**config.mk**
```make
export PLATFORM = sky130hd
export DESIGN_NAME = uart_tx_arbiter
export DESIGN_NICKNAME = d
export VERILOG_FILES = /design/src/rtl/uart_tx_arbiter.sv
export SDC_FILE = /design/constraint.sdc
export NUM_CORES = 1
export LEC_CHECK = 0
export CORE_AREA = 5 5 70 72
export DETAILED_ROUTE_END_ITERATION = 8
export DIE_AREA = 0 0 75 77
export PLACE_DENSITY = 0.76
export REMOVE_ABC_BUFFERS = 1
export SLEW_MARGIN = 10
export SYNTH_ARGS = -nofsm -noshare
export SYNTH_HDL_FRONTEND = slang
export SYNTH_SLANG_ARGS = --single-unit
export TNS_END_PERCENT = 1
```
**constraint.sdc**
```tcl
create_clock -name clk -period 1.88 [get_ports clk]
set_clock_uncertainty 0.1 [all_clocks]
set_input_delay 0.47 -clock clk [delete_from_list [all_inputs] [get_ports clk]]
set_output_delay 0.47 -clock clk [all_outputs]
set_load 0.01 [all_outputs]
```
**src/rtl/uart_tx_arbiter.sv**
```systemverilog
// uart_tx_arbiter: round-robin sharing of one UART transmitter among N byte producers
//
// Ports:
//   clk, nRst       clock, asynchronous active-low reset
//   req[N]          per-requester byte ready (level, held until ack)
//   data[8N]        requester i byte on data[8i+7:8i]
//   lock[N]         only with UART_ARB_LOCK_EN: hold ownership for a multi-byte frame
//   ack[N]          one-hot 1-cycle pulse, byte accepted
//   grant[N]        one-hot owner of the byte in flight, 0 when idle
//   uart_transmit   1-cycle start pulse to the UART
//   uart_data[8]    byte to the UART, held until the next grant
//   uart_busy_tx    UART busy flag
//   err             sticky handshake timeout (busy_tx never rose)
//
// Optional feature macro: UART_ARB_LOCK_EN
module uart_tx_arbiter #(
  parameter int N      = 4,
  parameter int TO_CYC = 4
) (
  input  logic           clk,
  input  logic           nRst,
  input  logic [N-1:0]   req,
  input  logic [8*N-1:0] data,
`ifdef UART_ARB_LOCK_EN
  input  logic [N-1:0]   lock,
`endif
  output logic [N-1:0]   ack,
  output logic [N-1:0]   grant,
  output logic           uart_transmit,
  output logic [7:0]     uart_data,
  input  logic           uart_busy_tx,
  output logic           err
);
  localparam int PW = (N > 1) ? $clog2(N) : 1;
  localparam int CW = $clog2(TO_CYC + 1);
  typedef enum logic [1:0] {IDLE, ISSUE, WAIT_HI, WAIT_LO} state_t;
  state_t        state_q, state_d;
  logic [PW-1:0] ptr_q, ptr_d;
  logic [CW-1:0] cnt_q, cnt_d;
  logic [N-1:0]  grant_q, grant_d, ack_q, ack_d;
  logic          tx_q, tx_d, err_q, err_d;
  logic [7:0]    data_q, data_d;
  logic          found;
  logic [PW-1:0] win, ptr_inc;
  logic [PW:0]   idx;
  logic [N-1:0]  win_oh;
`ifdef UART_ARB_LOCK_EN
  logic [4:0]    lcnt_q, lcnt_d;
  logic [PW-1:0] own;
  logic          others;
`endif
  // First set req at or above the pointer, wrapping N-1 -> 0.
  always_comb begin
    found = 1'b0;
    win   = '0;
    idx   = '0;
    for (int k = 0; k < N; k++) begin
      idx = (PW+1)'(ptr_q) + (PW+1)'(k);
      if (idx >= (PW+1)'(N)) idx = idx - (PW+1)'(N);
      if (!found && req[idx[PW-1:0]]) begin
        found = 1'b1;
        win   = idx[PW-1:0];
      end
    end
  end
  // Explicit mod so non-power-of-2 N wraps correctly.
  assign ptr_inc = (win == PW'(N - 1)) ? '0 : win + 1'b1;
  assign win_oh  = {{(N-1){1'b0}}, 1'b1} << win;
`ifdef UART_ARB_LOCK_EN
  always_comb begin
    own = '0;
    for (int k = 0; k < N; k++) if (grant_q[k]) own = PW'(k);
  end
  assign others = |(req & ~grant_q);
`endif
  always_comb begin
    state_d = state_q;
    ptr_d   = ptr_q;
    cnt_d   = cnt_q;
    grant_d = grant_q;
    ack_d   = '0;
    tx_d    = 1'b0;
    data_d  = data_q;
    err_d   = err_q;
`ifdef UART_ARB_LOCK_EN
    lcnt_d  = lcnt_q;
`endif
    case (state_q)
      IDLE: if (found && !uart_busy_tx) begin
        grant_d = win_oh;
        ack_d   = win_oh;
        data_d  = data[{win, 3'b000} +: 8];
        tx_d    = 1'b1;
        ptr_d   = ptr_inc;
        state_d = ISSUE;
`ifdef UART_ARB_LOCK_EN
        lcnt_d  = 5'd1;
`endif
      end
      ISSUE: begin
        cnt_d   = '0;
        state_d = WAIT_HI;
      end
      WAIT_HI: if (uart_busy_tx) state_d = WAIT_LO;
      else begin
        cnt_d = cnt_q + 1'b1;
        // Busy never rose: the byte is dropped, not retried.
        if (cnt_d == CW'(TO_CYC)) begin
          err_d   = 1'b1;
          grant_d = '0;
          state_d = IDLE;
        end
      end
      WAIT_LO: if (!uart_busy_tx) begin
        grant_d = '0;
        state_d = IDLE;
`ifdef UART_ARB_LOCK_EN
        // Locked owner keeps the UART; after 16 bytes it yields if anyone else waits.
        if (lock[own] && req[own] && (lcnt_q < 5'd16 || !others)) begin
          grant_d = grant_q;
          ack_d   = grant_q;
          data_d  = data[{own, 3'b000} +: 8];
          tx_d    = 1'b1;
          state_d = ISSUE;
          lcnt_d  = lcnt_q + {4'd0, lcnt_q != 5'd16};
        end
`endif
      end
      default: state_d = IDLE;
    endcase
  end
  always_ff @(posedge clk or negedge nRst) begin
    if (!nRst) begin
      state_q <= IDLE;
      ptr_q   <= '0;
      cnt_q   <= '0;
      grant_q <= '0;
      ack_q   <= '0;
      tx_q    <= 1'b0;
      data_q  <= '0;
      err_q   <= 1'b0;
`ifdef UART_ARB_LOCK_EN
      lcnt_q  <= '0;
`endif
    end else begin
      state_q <= state_d;
      ptr_q   <= ptr_d;
      cnt_q   <= cnt_d;
      grant_q <= grant_d;
      ack_q   <= ack_d;
      tx_q    <= tx_d;
      data_q  <= data_d;
      err_q   <= err_d;
`ifdef UART_ARB_LOCK_EN
      lcnt_q  <= lcnt_d;
`endif
    end
  end
  assign ack           = ack_q;
  assign grant         = grant_q;
  assign uart_transmit = tx_q;
  assign uart_data     = data_q;
  assign err           = err_q;
endmodule

```
# After elaboration in Yosys (flattened, before gate mapping)
# Cells that the tools add are included.
# Widths: inputs -> output; s select.
dict set report word_totals {
  ff_bits 25
  input_bits 39
  out_inout_bits 18
  elab_cells 91
}
dict set report op_classes {
  addsub 9
  magnitude_cmp 8
  eq_ne 10
  shift 2
  mux 37
  n_bitwise 1
  reduce_logical 16
}
# operator count
set op_table {}
lappend op_table {{$shiftx 32x6->8} 1}
lappend op_table {{$mux 2} 13}
lappend op_table {{$mux 4} 6}
lappend op_table {{$lt 2x3->1 const B} 4}
lappend op_table {{$pmux 4 s3} 1}
lappend op_table {{$mux 1} 10}
lappend op_table {{$ge 3x3->1 const B} 3}
lappend op_table {{$bmux 1 s2} 4}
lappend op_table {{$ne 2x2->1 const B} 4}
lappend op_table {{$pmux 2 s4} 1}
lappend op_table {{$sub 2x1->2 const B} 4}
lappend op_table {{$add 2x2->3 const B} 2}
lappend op_table {{$eq 2x2->1 const B} 3}
lappend op_table {{$pmux 3 s2} 1}
lappend op_table {{$reduce_and 3->1} 2}
lappend op_table {{$reduce_and 5->1} 1}
lappend op_table {{$logic_and 1x1->1} 4}
lappend op_table {{$logic_not 1->1} 4}
lappend op_table {{$reduce_and 2->1} 2}
lappend op_table {{$shl 1x2->4 const A} 1}
lappend op_table {{$add 2x1->3 const B} 1}
lappend op_table {{$add 3x1->3 const B} 1}
lappend op_table {{$eq 3x3->1 const B} 1}
lappend op_table {{$ge 2x3->1 const B} 1}
lappend op_table {{8 further kinds} 8}

# Depth between registers and ports, before layout
# Gate-level depths: netlist (run 1).
dict set report depth {
  depth_word 17
  depth_mapped 9
}

# Worst setup path after synthesis (run 1)
# No wires, ideal clock.
dict set report synth_path {
  kind {register to register}
  startpoint {register state_q[0]}
  endpoint {register data_q[0] (netlist: uart_data[0])}
  setup_ns 0.087
  t_arrival_ns 1.731
  required_time_ns 1.693
  path_slack_ns -0.038
  path_stages_with_launch 9
  n_path_buf 1
  cell_sequence {dfrtp_1 > inv_1 > ha_1 > or3b_1 > inv_2 > buf_4 > o211ai_1 > mux2_2 > o211ai_1}
}
dict set report synth_via {
  elab_chain_len 2
}
# item line_no
set synth_rtl {}
lappend synth_rtl {{start, declared} 37} ;# state_t state_q, state_d;
lappend synth_rtl {{start signal, assigned} 146} ;# state_q <= state_d;
lappend synth_rtl {{$logic_not 2->1} 88} ;# case (state_q)
lappend synth_rtl {{$reduce_and 2->1 (no source line)} -}
lappend synth_rtl {{end signal, assigned} 152} ;# data_q <= data_d;
lappend synth_rtl {{end, declared} 42} ;# logic [7:0] data_q, data_d;
# No other way between the ends.
# A chain may end at the register's enable or synchronous reset.

# Worst setup path after layout (run 1)
dict set report layout_path {
  startpoint {register state_q[1]}
  endpoint {register data_q[1] (netlist: uart_data[1])}
}
# The elaborated chain is that of the path after synthesis.

==> results of run 1 <==
registers in the layout, summed over array words and instances (netlist names):
name           cells
state_q            2
uart_data          8
ptr_q              2
err                1
uart_transmit      1
grant              4
ack                4
cnt_q              3
layer usage:
metal / track usage (%) / share of wire (%) / routed length (um) / vias up
met3: 2.353 / 7.0 / 330 / 8
met2: 25.78 / 51 / 2390 / 50
met1: 21.06 / 41 / 1927 / 743
met5: 0 / 0 / 0 / -
li1: - / - / - / 748
met4: 3.737 / 1.6 / 74 / 0
metrics by stage:
| stage | setup TNS (ps) | setup WS, ps | cell area, um2 | hold WS [ps] | instances |
|---|---|---|---|---|---|
| after floorplan | -2970 | -207.5 | 1540 | 74.41 | 153 |
| after global placement | -8312 | -499.7 | 2336 | 353.4 | 282 |
| after detailed placement | -9445 | -549.3 | 2336 | 380.2 | 282 |
| after CTS | -2.663 | -2.663 | 2485 | 402.0 | 294 |
| after global routing | -502.8 | -89.26 | 2592 | 420.3 | 299 |
| final | -41.89 | -29.17 | 2592 | 385.5 | 299 |
worst reg2reg max path: cells and delay by family (launching register included):
family          cells  cell delay, ps
simple gates        1             450
flops               1             420
mux                 1             280
buf+inv             2             260
compound gates      2             190
fa+ha+maj           1             120
final timing paths:
| kind | startpoint | end | slack (ps) | depth (start not counted) |
|---|---|---|---|---|
| max | state_q[1] | uart_data[1] | -30 | 7 |
| min | err | err | 390 | 1 |
| max reg2reg | state_q[1] | uart_data[1] | -30 | 7 |
| min reg2reg | err | err | 390 | 1 |
| max in group asynchronous | nRst | ptr_q[1] | 940 | 2 |
| min in group asynchronous | nRst | ack[1] | 460 | 2 |
synth_stat cells, drive strengths merged:
master  count
nor2        8
ha         11
nand2b      5
and2        4
nand3       4
o211ai     24
a211oi      3
a22oi       1
nor3b       1
a22o        1
nor4        1
mux2i       9
or3b        1
clkbuf      3
or2         1
dfrtp      25
nand2      16
inv        10
a21oi       4
xnor2       3
mux2        9
o22a        1
o21bai      1
nor3        1
nor4b       1
buf         6
o21ai       8
cells by family after synthesis:
kind of cell | after synthesis | synth area share [%]
AO/OA/AOI/OAI | 43 | 19.58
AND/OR/NAND/NOR | 43 | 13.08
flip-flops | 25 | 39.15
buffers and inverters | 19 | 5.951
multiplexers | 18 | 11.98
adder cells (fa/ha/maj) | 11 | 8.614
XOR/XNOR | 3 | 1.645
timing repair:
| action | CTS | global route |
|---|---|---|
| pin swaps | 4 | 8 |
| gates cloned | 3 | 2 |
| setup buffers | 5 | 4 |
| hold buffers | 0 | 0 |
| setup endpoints to repair | 19 | 18 |
| resized for setup | 11 | 21 |
| hold endpoints to repair | 0 | 0 |
power groups by stage:
| stage | clock network [uW] | registers, uW | logic, uW |
|---|---|---|---|
| finish | 321 | 853 | 1920 |
| global placement | 0 | 845 | 1540 |
| CTS | 333 | 834 | 1740 |
| global route | 350 | 877 | 2100 |
| floorplan | 0 | 905 | 765 |
| detailed placement | 0 | 846 | 1590 |
area by class of cell:
type / instances / area [um2]
inverters: 10 / 42.54
fillers: 353 / 1642
well taps: 52 / 65.06
multi-input cells: 118 / 945.9
repair inverters: 3 / 20.02
clock buffers: 3 / 41.29
repair buffers: 87 / 845.8
clock inverters: 1 / 5.005
flip-flops and latches: 25 / 626.9
==> run_results.csv, run 1 <==
group,metric,value,unit
hold_path,min_path_type,"reg -> reg",
sta,fin_ws,-29.17,ps
routing,drt-pass1-iter-count,4,
power_and_ir_drop,power,3097,uW
sta,setup_viol,3,
worst_setup_path,required,1960,ps
global_route,grt_pass1_wl,7107,um
power_and_ir_drop,power.share.sequential,27.5,%
clock_tree,clkTransAtPathRegs,90,ps
sta,slew_headroom,77.12,%
synthesis,ys_ff_latch,25,
power_and_ir_drop,p_clk_share,10.4,%
routing,drt_iter0_markers,72,
clock_tree,cts-htree-levels,1,
power_and_ir_drop,p_leak,0.001103,uW
worst_setup_path,worst_ep_arrival_time,1990,ps
routing,ant_nets,0,
global_route,grt_usage,15.62,%
clock_tree,clk_path_buf_depth,2,
die,core_area,0.004234,mm2
worst_setup_path,critPathBufInv,2,
worst_setup_path,critPathLaunchType,"register",
worst_setup_path,crit_type,"reg -> reg",
sta,fmax,0.5238,GHz
global_route,first_global_vias,1492,
synthesis,syn_area,0.001598,mm2
place,io_buffers,56,
worst_setup_path,crit_fanout,5,
cells_and_area,area_growth,62.26,%
routing,wl_per_cell,15.80,um
clock_tree,cts_sinks,25,
worst_setup_path,cp_top_family,"simple AND/OR/NAND/NOR gates",
routing,wl,4723,um
clock_tree,cts_tree,"done",
place,dp_hpwl,3121,um
sta,min_period_over_period,101.6,%
die,rows,24,
outcome,violations,"negative setup slack",
run,drv_cap,0,
die,die_w,75,um
synthesis,yosysTopAreaCellShare,39.15,%
global_route,grt_max_degree,26,
worst_setup_path,crit_chain,"inv_2, ha_4, or3b_4, clkinvlp_4, o211ai_1, mux2_2, o211ai_1",
clock_tree,numCtsBuffers,3,
synthesis,yosysWarnings,0,
power_and_ir_drop,power_density,1195,mW/mm2
worst_setup_path,max_stage_delay,450,ps
power_and_ir_drop,switchingPower,1198,uW
cells_and_area,final_cell_mix,"clkdlybuf4s50_1 (51), buf_4 (25), o211ai_1 (24), dfrtp_1 (24), nand2_1 (16)",
global_route,grt_overflow,0,
sta,finalHoldViolations,0,
cells_and_area,finalNetCount,298,
worst_setup_path,crit_top_cell,"o211ai_1",
cells_and_area,fin_util,61.23,%
routing,viasPerCell,5.181,
synthesis,syn_avg_cell_area,9.863,um2
synthesis,synth_area_leaders,"dfrtp_1 (39%), o211ai_1 (11%), ha_1 (8.6%), mux2_2 (6.3%), mux2i_1 (5.6%)",
place,place_congestion,0.8331,
synthesis,syn_inst,162,
power_and_ir_drop,comb_power_share,62.1,%
cells_and_area,antenna_cells,0,
clock_tree,insertion_delay,270,ps
synthesis,synth_seq_area_share,39.15,%
sta,tightestPinTransition,343.2,ps
routing,num_vias,1549,
cells_and_area,final_common_cell,"clkdlybuf4s50_1",
power_and_ir_drop,switching_share,38.68,%
die,pin_count,57,
sta,maxSlewViolCount,0,
sta,fin_crit,1909,ps
synthesis,synth_cell_types,32,
clock_tree,root_buffer,"clkbuf_8",
power_and_ir_drop,ir_drop,420.3,uV
cells_and_area,drive_above_1_share,26.32,%
die,dieHeight,77,um
sta,rsz0062_at_grt,"true",
die,dieArea,0.005775,mm2
routing,drc_errors,0,
worst_setup_path,crit_slowest_cell,"or3b_4",
power_and_ir_drop,p_int,1899,uW
die,start_util,37.74,%
global_route,antenna_found_initial,0,
worst_setup_path,crit_path_end_kind,"register",
synthesis,synth_top_area_cell,"dfrtp_1",
outcome,outcome,"finished with violations",
Note: power is estimated with default switching activity, not from simulation.
==> run 2, diff against run 1 <==
Settings changed: CAP_MARGIN set to 20.
==> results of run 2 <==
The final DEF is identical to that of run 1; final timing and power are the same.
==> run 3, diff against run 2 <==
Settings changed: CTS_CLUSTER_SIZE set to 14.
==> results of run 3 <==
The final DEF is identical to that of run 1; final timing and power are the same.
